<file path="config.mk">
export PLATFORM = sky130hd
export DESIGN_NAME = xbee_uart_rx
export DESIGN_NICKNAME = d
export VERILOG_FILES = /design/src/rtl/xbee_uart_rx.sv
export SDC_FILE = /design/constraint.sdc
export NUM_CORES = 1
export LEC_CHECK = 0
export CORE_MARGIN = 2
export CORE_UTILIZATION = 30
export DETAILED_ROUTE_END_ITERATION = 8
export PLACE_DENSITY = 0.58
export SETUP_SLACK_MARGIN = 0.02
export SKIP_CTS_REPAIR_TIMING = 1
export SYNTH_ARGS = -nofsm -noshare
export SYNTH_HDL_FRONTEND = slang
export SYNTH_SLANG_ARGS = --single-unit
</file>
<file path="constraint.sdc">
create_clock -name clk -period 1.9 [get_ports clk]
set_clock_uncertainty 0.1 [all_clocks]
set_input_delay 0.57 -clock clk [delete_from_list [all_inputs] [get_ports clk]]
set_output_delay 0.57 -clock clk [all_outputs]
set_load 0.02 [all_outputs]
</file>
<file path="src/rtl/xbee_uart_rx.sv">
// xbee_uart_rx: UART receiver for the XBee serial link.
// Receives start + DATA_BITS (LSB first) [+ parity] + stop frames, emits each good
// byte with a one-cycle data_valid strobe, and flags framing/parity errors.
// It also packs data[0] of CMD_FRAMES consecutive good bytes into cmd_out.
// Optional feature macro: XBEE_RX_PARITY_EN adds a parity bit after the data bits.
// When the macro is undefined, PARITY_ODD is ignored and parity_err is tied to 0.
module xbee_uart_rx #(
    parameter int CLKS_PER_BIT = 434,
    parameter int DATA_BITS    = 8,
    parameter int CMD_FRAMES   = 8,
    parameter int PARITY_ODD   = 0
) (
    input  logic                  clk,
    input  logic                  rst_n,
    input  logic                  RX,
    output logic [DATA_BITS-1:0]  data_out,
    output logic                  data_valid,
    output logic                  frame_err,
    output logic                  parity_err,
    output logic [CMD_FRAMES-1:0] cmd_out,
    output logic                  cmd_valid
);

    localparam int CNT_W = $clog2(CLKS_PER_BIT);
    localparam int BIT_W = $clog2(DATA_BITS + 1);
    localparam int IDX_W = (CMD_FRAMES > 1) ? $clog2(CMD_FRAMES) : 1;

    localparam logic [CNT_W-1:0] HALF_LAST = CNT_W'(CLKS_PER_BIT / 2 - 1);
    localparam logic [CNT_W-1:0] BIT_LAST  = CNT_W'(CLKS_PER_BIT - 1);
    localparam logic [BIT_W-1:0] DATA_LAST = BIT_W'(DATA_BITS - 1);
    localparam logic [IDX_W-1:0] IDX_LAST  = IDX_W'(CMD_FRAMES - 1);

    typedef enum logic [2:0] {
        ST_IDLE      = 3'd0,
        ST_START     = 3'd1,
        ST_DATA      = 3'd2,
`ifdef XBEE_RX_PARITY_EN
        ST_PARITY    = 3'd3,
`endif
        ST_STOP      = 3'd4,
        ST_WAIT_HIGH = 3'd5
    } state_t;

    // Synchroniser and edge-detect history; preset high so reset release looks idle.
    logic rx_meta_reg;
    logic rxs_reg;
    logic rxs_prev_reg;

    state_t                state_reg, state_next;
    logic [CNT_W-1:0]      clk_cnt_reg, clk_cnt_next;
    logic [BIT_W-1:0]      bit_cnt_reg, bit_cnt_next;
    logic [DATA_BITS-1:0]  shift_reg, shift_next;

    // Per-frame result strobes decided in the sample cycle, registered as outputs.
    logic good_stop;
    logic frame_err_set;
    logic parity_err_set;
    logic parity_bad;

    logic [DATA_BITS-1:0]  data_out_reg;
    logic                  data_valid_reg;
    logic                  frame_err_reg;
    logic                  parity_err_reg;
    logic [CMD_FRAMES-1:0] cmd_shift_reg;
    logic [CMD_FRAMES-1:0] cmd_out_reg;
    logic                  cmd_valid_reg;
    logic [IDX_W-1:0]      cmd_idx_reg;
    logic [CMD_FRAMES-1:0] cmd_word;

`ifdef XBEE_RX_PARITY_EN
    localparam logic PARITY_ODD_BIT = 1'(PARITY_ODD);
    logic parity_bad_reg, parity_bad_next;
    assign parity_bad = parity_bad_reg;
`else
    // Parity is not built in this configuration; the parameter is accepted but unused.
    logic unused_parity_odd;
    assign unused_parity_odd = 1'(PARITY_ODD);
    assign parity_bad        = 1'b0;
`endif

    // Two-flop synchroniser for the asynchronous RX pin plus one stage of history.
    always_ff @(posedge clk or negedge rst_n) begin
        if (!rst_n) begin
            rx_meta_reg  <= 1'b1;
            rxs_reg      <= 1'b1;
            rxs_prev_reg <= 1'b1;
        end else begin
            rx_meta_reg  <= RX;
            rxs_reg      <= rx_meta_reg;
            rxs_prev_reg <= rxs_reg;
        end
    end

    // FSM state and bit-timing registers.
    always_ff @(posedge clk or negedge rst_n) begin
        if (!rst_n) begin
            state_reg   <= ST_IDLE;
            clk_cnt_reg <= '0;
            bit_cnt_reg <= '0;
            shift_reg   <= '0;
`ifdef XBEE_RX_PARITY_EN
            parity_bad_reg <= 1'b0;
`endif
        end else begin
            state_reg   <= state_next;
            clk_cnt_reg <= clk_cnt_next;
            bit_cnt_reg <= bit_cnt_next;
            shift_reg   <= shift_next;
`ifdef XBEE_RX_PARITY_EN
            parity_bad_reg <= parity_bad_next;
`endif
        end
    end

    // Next-state logic: mid-bit sampling, shifting and per-frame verdict.
    always_comb begin
        state_next     = state_reg;
        clk_cnt_next   = clk_cnt_reg;
        bit_cnt_next   = bit_cnt_reg;
        shift_next     = shift_reg;
        good_stop      = 1'b0;
        frame_err_set  = 1'b0;
        parity_err_set = 1'b0;
`ifdef XBEE_RX_PARITY_EN
        parity_bad_next = parity_bad_reg;
`endif
        case (state_reg)
            ST_IDLE: begin
                if (rxs_prev_reg && !rxs_reg) begin
                    state_next   = ST_START;
                    clk_cnt_next = '0;
                    bit_cnt_next = '0;
`ifdef XBEE_RX_PARITY_EN
                    parity_bad_next = 1'b0;
`endif
                end
            end
            ST_START: begin
                if (clk_cnt_reg == HALF_LAST) begin
                    clk_cnt_next = '0;
                    // A start bit that is high again at its centre was a glitch.
                    state_next   = rxs_reg ? ST_IDLE : ST_DATA;
                end else begin
                    clk_cnt_next = clk_cnt_reg + 1'b1;
                end
            end
            ST_DATA: begin
                if (clk_cnt_reg == BIT_LAST) begin
                    clk_cnt_next = '0;
                    shift_next   = {rxs_reg, shift_reg[DATA_BITS-1:1]};
                    bit_cnt_next = bit_cnt_reg + 1'b1;
                    if (bit_cnt_reg == DATA_LAST) begin
`ifdef XBEE_RX_PARITY_EN
                        state_next = ST_PARITY;
`else
                        state_next = ST_STOP;
`endif
                    end
                end else begin
                    clk_cnt_next = clk_cnt_reg + 1'b1;
                end
            end
`ifdef XBEE_RX_PARITY_EN
            ST_PARITY: begin
                if (clk_cnt_reg == BIT_LAST) begin
                    clk_cnt_next    = '0;
                    parity_bad_next = ((^shift_reg) ^ PARITY_ODD_BIT) != rxs_reg;
                    state_next      = ST_STOP;
                end else begin
                    clk_cnt_next = clk_cnt_reg + 1'b1;
                end
            end
`endif
            ST_STOP: begin
                if (clk_cnt_reg == BIT_LAST) begin
                    clk_cnt_next = '0;
                    if (!rxs_reg) begin
                        frame_err_set  = 1'b1;
                        parity_err_set = parity_bad;
                        state_next     = ST_WAIT_HIGH;
                    end else if (parity_bad) begin
                        parity_err_set = 1'b1;
                        state_next     = ST_IDLE;
                    end else begin
                        good_stop  = 1'b1;
                        state_next = ST_IDLE;
                    end
                end else begin
                    clk_cnt_next = clk_cnt_reg + 1'b1;
                end
            end
            ST_WAIT_HIGH: begin
                // A held-low (break) line must go high before a new start is accepted.
                if (rxs_reg) begin
                    state_next = ST_IDLE;
                end
            end
            default: begin
                state_next = ST_IDLE;
            end
        endcase
    end

    // Command word with the current byte's LSB dropped into its slot.
    generate
        for (genvar gi = 0; gi < CMD_FRAMES; gi++) begin : g_cmd_word
            assign cmd_word[gi] = (cmd_idx_reg == IDX_W'(gi)) ? shift_reg[0]
                                                               : cmd_shift_reg[gi];
        end
    endgenerate

    // Output strobes, byte capture and command-word assembly.
    always_ff @(posedge clk or negedge rst_n) begin
        if (!rst_n) begin
            data_out_reg   <= '0;
            data_valid_reg <= 1'b0;
            frame_err_reg  <= 1'b0;
            parity_err_reg <= 1'b0;
            cmd_shift_reg  <= '0;
            cmd_out_reg    <= '0;
            cmd_valid_reg  <= 1'b0;
            cmd_idx_reg    <= '0;
        end else begin
            data_valid_reg <= good_stop;
            frame_err_reg  <= frame_err_set;
            parity_err_reg <= parity_err_set;
            cmd_valid_reg  <= 1'b0;
            if (good_stop) begin
                data_out_reg  <= shift_reg;
                cmd_shift_reg <= cmd_word;
                if (cmd_idx_reg == IDX_LAST) begin
                    cmd_out_reg   <= cmd_word;
                    cmd_valid_reg <= 1'b1;
                    cmd_idx_reg   <= '0;
                end else begin
                    cmd_idx_reg <= cmd_idx_reg + 1'b1;
                end
            end else if (frame_err_set || parity_err_set) begin
                // Any bad frame discards the partially assembled command.
                cmd_idx_reg <= '0;
            end
        end
    end

    assign data_out   = data_out_reg;
    assign data_valid = data_valid_reg;
    assign frame_err  = frame_err_reg;
    assign parity_err = parity_err_reg;
    assign cmd_out    = cmd_out_reg;
    assign cmd_valid  = cmd_valid_reg;

endmodule

</file>
==> results of run 1 <==
[final timing paths]
kind / startpoint / to
hold / removal: rst_n / cmd_valid
max in group asynchronous: rst_n / rxs_reg
min in group clk: rx_meta_reg / rxs_reg
setup reg to reg: clk_cnt_reg[1] / state_reg[1]
hold reg to reg: rx_meta_reg / rxs_reg
setup / recovery: clk_cnt_reg[1] / state_reg[1]
[metal layers]
layer  global-route usage [%]  up-vias  wire length, um
li1                         -      971                -
met1                    15.21      945             2514
met2                    18.66       27             2567
met3                    2.786        7              183
met4                    3.161        0               62
met5                        0        -                0
[metrics by stage]
stage / setup slack (ns) / power, mW / cell area (um2)
4_1_cts: -0.1916 / 2.988 / 3347
2_1_floorplan: -0.1066 / 1.999 / 2770
3_5_place_dp: -0.1716 / 2.305 / 3257
5_1_grt: -0.1970 / 3.203 / 3458
6_report: -0.1173 / 3.022 / 3458
3_3_place_gp: -0.1086 / 2.275 / 3257
[synthesized netlist by cell type, types with 4 or more instances]
cell type / instances
sky130_fd_sc_hd__dfrtp_1: 53
sky130_fd_sc_hd__nand2_1: 52
sky130_fd_sc_hd__nand3_1: 15
sky130_fd_sc_hd__ha_1: 10
sky130_fd_sc_hd__mux2_4: 10
sky130_fd_sc_hd__a31oi_1: 9
sky130_fd_sc_hd__mux2_2: 9
sky130_fd_sc_hd__nor2_1: 8
sky130_fd_sc_hd__o21ai_0: 8
sky130_fd_sc_hd__inv_1: 7
sky130_fd_sc_hd__a21oi_1: 5
sky130_fd_sc_hd__clkbuf_1: 5
sky130_fd_sc_hd__mux2i_1: 5
sky130_fd_sc_hd__and3_1: 4
sky130_fd_sc_hd__nand2b_1: 4
[kinds of logic after synthesis]
| kind of cell | after synthesis | synth area share [%] |
|---|---|---|
| XOR/XNOR | 2 | 0.6342 |
| buffers and inverters | 23 | 4.483 |
| multiplexers | 25 | 11.32 |
| other | 1 | 0.1357 |
| AO/OA/AOI/OAI | 42 | 10.42 |
| adder cells (fa/ha/maj) | 11 | 4.891 |
| AND/OR/NAND/NOR | 97 | 17.26 |
| flip-flops | 56 | 50.86 |
[cell type report]
type | instances | area (um2)
fillers | 882 | 5607
inverters | 8 | 30.03
repair buffers | 47 | 498.0
well taps | 111 | 138.9
flip-flops and latches | 56 | 1405
multi-input cells | 178 | 1296
clock buffers | 5 | 68.82
clock inverters | 3 | 21.27
[power by group]
group	total, mW	leakage (nW)	switching, mW	internal (mW)
clock network	0.678	0.0445	0.415	0.263
logic	1.03	1.16	0.545	0.484
registers	1.32	0.765	0.0601	1.26
total	3.02	1.96	1.02	2.00
==> PnR_summary.wiki, run 1 <==
{| class="wikitable"
! Metric !! Value
|-
| Number of clock sinks || 56
|-
| Worst Reg2Reg Path Length in Cells || 7
|-
| Number of flip-flops in the largest register || 9
|-
| Total of endpoints with negative setup slack in the final report || 11
|-
| Sequential area share after synthesis || 50.86%
|-
| Clk slew on worst S/H paths || ~0.11 ns
|-
| Final core utilization || a little under two fifths
|-
| Most common cell after layout, fill and taps aside || sky130_fd_sc_hd__dfrtp_1
|-
| Maximum clock path buffer count || 2
|-
| CTS H-tree lvls || 2
|-
| Maximum frequency from static timing analysis || about 500 MHz
|-
| Largest stage delay, worst path || 0.49 ns
|-
| Row count || 35
|-
| Placeable core area || between 9000 and 10000 um2
|-
| Leading post-synthesis cells by cell area || sky130_fd_sc_hd__dfrtp_1 48%, sky130_fd_sc_hd__nand2_1 7.1%, sky130_fd_sc_hd__mux2_4 5.4%, sky130_fd_sc_hd__ha_1 4.5%, sky130_fd_sc_hd__mux2_2 3.7%
|-
| Total routing usage reported by global routing || a little under an eighth
|-
| Cell at the slowest stage of the critical path || sky130_fd_sc_hd__or4b_4
|-
| First-pass detailed-route iteration total || 4
|-
| Die width || about 100 um
|-
| Post-synthesis cell count || around 260
|-
| Post-layout minimum cycle time || approximately 2 ns
|-
| Chain of cells forming the critical path || inv_2 > ha_4 > or4b_4 > nor2_4 > o21ai_4 > nor2_4 > mux2_4
|-
| Average wire per standard cell || 13.06 um
|-
| Syn_nets || between 200 and 300
|-
| Pins over their slew limit || 0
|-
| Violations in the final reports || negative setup slack
|-
| Number of antenna violations at the first check in global routing || 0
|-
| Number of antenna cells inserted || 0
|-
| Synthesized area divided by synthesized cell count || ~11 um2
|-
| Count of yosys warnings during synthesis || 0
|-
| DRC violation count after routing || 0
|-
| FF-to-FF setup slack || -0.12 ns
|-
| Outcome || complete, but fails checks
|-
| First-iteration detailed-routing DRC count || between 60 and 70
|-
| Leakage dissipation || 1.965 nW
|-
| Die H || between 90 and 100 um
|-
| Routability-driven placement congestion ratio || ~0.73
|-
| Area delta synth->final || 25.18%
|-
| Ys async rst share || between 90% and 100%
|-
| Crit path required time || approximately 2 ns
|-
| CTS tree || done
|-
| Remaining global-route overflow || 0
|-
| Wire length after detailed routing || 5327 um
|-
| Number of synthesized flops with an enable pin || 0
|-
| Detail Route Antenna Nets || 0
|-
| Maximum net fanout on the critical path || 3
|-
| Type of element launching the critical path || register
|-
| Endpoints failing hold || 0
|-
| Clock latency at the later pin of the worst-skew pair || roughly 0.32 ns
|-
| Overall die area || roughly 10000 um2
|-
| Detailed placer's ending HPWL || about 3700 um
|-
| Cells after DPL || approximately 400
|-
| Number of distinct standard cells referenced by the synthesized netlist || 50
|-
| Wire length of the first global-routing pass || 9108 um
|-
| Final worst-path cycle share || 106.2%
|-
| Setup slack after layout || -0.1173 ns
|-
| Most used flip-flop cell after synthesis || sky130_fd_sc_hd__dfrtp_1
|-
| CTS Root Cell || sky130_fd_sc_hd__clkbuf_8
|-
| # IOs || 23
|-
| Most frequent cell on the critical path || sky130_fd_sc_hd__nor2_4
|-
| CP endpoint kind || register
|-
| Number of logic stages on the critical path including buffering || 7
|-
| Starting density of the core || a little under a third
|-
| Via count of the first global-routing pass || 1866
|-
| Share of the synthesized area in the top cell type || between 40% and 50%
|-
| Final nets || slightly above 300
|-
| Port-buffer cells || 21
|-
| Worst min-delay path class || input pin to asynchronous set/reset pin
|-
| Critical path class || register to register
|-
| Max cap viols || 0
|-
| Cell area after technology mapping || between 2000 and 3000 um2
|-
| Maximum number of pins on one net before global-route repair || between 50 and 60
|-
| Crit path arrival time || about 2.1 ns
|-
| Cell taking the most area after synthesis || sky130_fd_sc_hd__dfrtp_1
|-
| Highest-count cells in the layout ignoring fill and taps || 53 x sky130_fd_sc_hd__dfrtp_1, 51 x sky130_fd_sc_hd__nand2_1, 22 x sky130_fd_sc_hd__buf_4, 19 x sky130_fd_sc_hd__dlymetal6s2s_1, 15 x sky130_fd_sc_hd__nand3_1
|-
| Average vias per placed instance || roughly 4.8
|-
| Number of non-filler instances in the completed layout || just over 400
|-
| Family of cells with the greatest summed delay on the critical path || simple AND/OR/NAND/NOR gates
|-
| Share of final-layout standard cells stronger than drive strength 1 || approximately a quarter
|-
| Worst slack on hold paths || around 0.13 ns
|-
| Detailed-route via count || between 1500 and 2000
|-
| Buffers plus inverters on the worst setup path || 1
|-
| Number of buffers inserted during clock tree synthesis || 5
|-
| Number of flip-flops and latches in the synthesized netlist || 56
|-
| RSZ-0062 raised after global routing || true
|-
| Setup TNS Final || -0.5481 ns
|-
| Cell area power density || ~870 nW/um2
|-
| Peak ir drop on the vdd network || between 300 and 400 uV
|}
No activity file was read; power rests on OpenSTA's default activity.
==> inputs of run 2 (changes only) <==
CORE_ASPECT_RATIO = 1.4   (was unset)
PLACE_DENSITY = 0.57   (was 0.58)
clock period = 2.4 ns   (was 1.9 ns; I/O delays follow)
==> PnR_summary.wiki, run 2 (synthesis gave the netlist of run 1 again) <==
{| class="wikitable"
! Metric !! Value
|-
| Total routing usage reported by global routing || 11.13% (-0.30 points)
|-
| Leakage dissipation || 1.500 nW (-24%)
|-
| Die H || 117.5 um (+18%)
|-
| Total of endpoints with negative setup slack in the final report || 0 (-11)
|-
| Clock latency at the later pin of the worst-skew pair || 0.29 ns (-0.03 ns)
|-
| First-pass detailed-route iteration total || 4 (unchanged)
|-
| Crit path required time || 2.47 ns (+0.46 ns)
|-
| Combined area of the multi-input logic cells || 1234 um2 (-4.8%)
|-
| Highest-count cells in the layout ignoring fill and taps || 53 x sky130_fd_sc_hd__dfrtp_1, 52 x sky130_fd_sc_hd__nand2_1, 20 x sky130_fd_sc_hd__clkdlybuf4s50_1, 15 x sky130_fd_sc_hd__nand3_1
|-
| Share of final-layout standard cells stronger than drive strength 1 || 16.25% (-9.7 points)
|-
| Row count || 41 (+17%)
|-
| Via count of the first global-routing pass || 1965 (+5.3%)
|-
| FF-to-FF setup slack || 0.20 ns (+0.32 ns)
|-
| DRC violation count after routing || 0 (unchanged)
|-
| Setup slack after layout || 0.2014 ns (+0.3187 ns)
|-
| Crit path arrival time || 2.27 ns (+0.15 ns)
|-
| Cell area power density || 734.9 nW/um2 (-16%)
|-
| Wire length of the first global-routing pass || 9321 um (+2.3%)
|-
| Number of antenna violations at the first check in global routing || 0 (unchanged)
|-
| Setup TNS Final || 0 ns (+0.5481 ns)
|-
| Maximum frequency from static timing analysis || 454.8 MHz (-8.2%)
|-
| Detailed-route via count || 1865 (-4.4%)
|-
| Port-buffer cells || 21 (unchanged)
|-
| Final worst-path cycle share || 91.61% (-15 points)
|-
| First-iteration detailed-routing DRC count || 60 (-3.2%)
|-
| Maximum clock path buffer count || 2 (unchanged)
|-
| Most common cell after layout, fill and taps aside || sky130_fd_sc_hd__dfrtp_1
|-
| Beginning of the worst register-to-register path || clk_cnt_reg[0]
|-
| Worst min-delay path class || input pin to asynchronous set/reset pin
|-
| Remaining global-route overflow || 0 (unchanged)
|-
| Number of flip-flops in the largest register || 9 (unchanged)
|-
| Endpoints failing hold || 0 (unchanged)
|-
| Wire length after detailed routing || 5111 um (-4.1%)
|-
| Number of clock sinks || 56 (unchanged)
|-
| Detail Route Antenna Nets || 0 (unchanged)
|-
| Average vias per placed instance || 4.857 (+1.6%)
|-
| Starting density of the core || 30.77% (+0.30 points)
|-
| Endpoint of the most critical register-to-register path || state_reg[0]
|-
| Type of element launching the critical path || register
|-
| Number of buffers inserted during clock tree synthesis || 5 (unchanged)
|-
| Overall die area || 10000 um2 (+0.12%)
|-
| CP endpoint kind || register
|-
| CTS Root Cell || sky130_fd_sc_hd__clkbuf_16
|-
| Routability-driven placement congestion ratio || 0.7472 (+2.3%)
|-
| CTS H-tree lvls || 2 (unchanged)
|-
| Number of antenna cells inserted || 0 (unchanged)
|-
| Worst-case setup slack after placement || 0.1992 ns (+0.3708 ns)
|-
| Worst-case headroom to the max-slew limit || approximately three fifths
|-
| Pins over their slew limit || 0 (unchanged)
|-
| Least-Margin Pin Slew || 0.6093 ns
|-
| Detailed placer's ending HPWL || 3711 um (-0.12%)
|-
| Final nets || 289 (-6.5%)
|-
| Max cap viols || 0 (unchanged)
|-
| Worst Reg2Reg Path Length in Cells || 6 (-1)
|-
| Maximum number of pins on one net before global-route repair || 29 (-49%)
|-
| RSZ-0062 raised after global routing || false
|-
| Total area of sequential cells || 1405 um2 (unchanged)
|-
| Area delta synth->final || 16.21%
|-
| Filler Cell Count || 891 (+1.0%)
|-
| Overall power consumption || 2.360 mW (-22%)
|-
| Maximum net fanout on the critical path || 16 (+13)
|-
| Placeable core area || 8977 um2 (-0.97%)
|-
| Peak ir drop on the vdd network || 374.4 uV (+17%)
|-
| Post-layout minimum cycle time || 2.199 ns (+0.1813 ns)
|-
| # IOs || 23 (unchanged)
|-
| Average wire per standard cell || 13.31 um (+1.9%)
|-
| Critical path class || register to register
|-
| CTS tree || done
|-
| Outcome || finished, final reports clean
|-
| Clk slew on worst S/H paths || 0.07 ns (-0.04 ns)
|-
| Die width || 85.11 um (-15%)
|}
## run 2: layout make-up
class                      count  share of cell area [%]
multi-input combinational    178                   38.43
inverter                       8                  0.9353
sequential                    56                   43.76
clock inverter                 2                  0.5066
clock buffer                   6                   4.014
timing repair buffer          27                   8.184
tap                          107                   4.170
## run 2: layer usage
metal,vias to the layer above,track usage (%),part of all wire (%)
met1,909,14.27,45
met3,7,2.174,1.9
li1,928,-,-
met2,21,18.75,51
met4,0,3.373,1.7
met5,-,0,0
## run 2: worst max-delay path by stage
stage	startpoint	slack [ns]	endpoint	cells past startpoint
2_1_floorplan	clk_cnt_reg[1]	0.38	shift_reg[1]	6
3_3_place_gp	clk_cnt_reg[0]	0.22	state_reg[1]	6
3_5_place_dp	clk_cnt_reg[1]	0.20	state_reg[0]	7
4_1_cts	clk_cnt_reg[1]	0.18	state_reg[0]	7
5_1_grt	clk_cnt_reg[0]	0.04	cmd_out[4]	8
6_report	clk_cnt_reg[0]	0.20	state_reg[0]	6
## run 2: metrics by stage
step                hold WS, ns  util (%)  std cells  area, um2
floorplan                0.2452         -        257       2763
global placement         0.2464     34.15        376       3065
detailed placement       0.2473     34.15        376       3065
CTS                      0.2575     35.76        384       3211
global route             0.2604     35.76        384       3211
finish                   0.2559     35.76        384       3211
## run 2: power breakdown
part           switching (mW)  total (mW)  internal, mW
registers               0.103        1.10         0.993
clock network           0.333       0.723         0.390
logic                   0.300       0.541         0.241
total                   0.736        2.36          1.62
## run 2: critical path, cell delays in order, from the launching register on
cell and delay [ns]:
sky130_fd_sc_hd__dfrtp_1 0.49, sky130_fd_sc_hd__ha_1 0.20, sky130_fd_sc_hd__or4b_4 0.49, sky130_fd_sc_hd__nor2_4 0.14
sky130_fd_sc_hd__o21ai_4 0.15, sky130_fd_sc_hd__nor2_4 0.20, sky130_fd_sc_hd__mux2_4 0.31
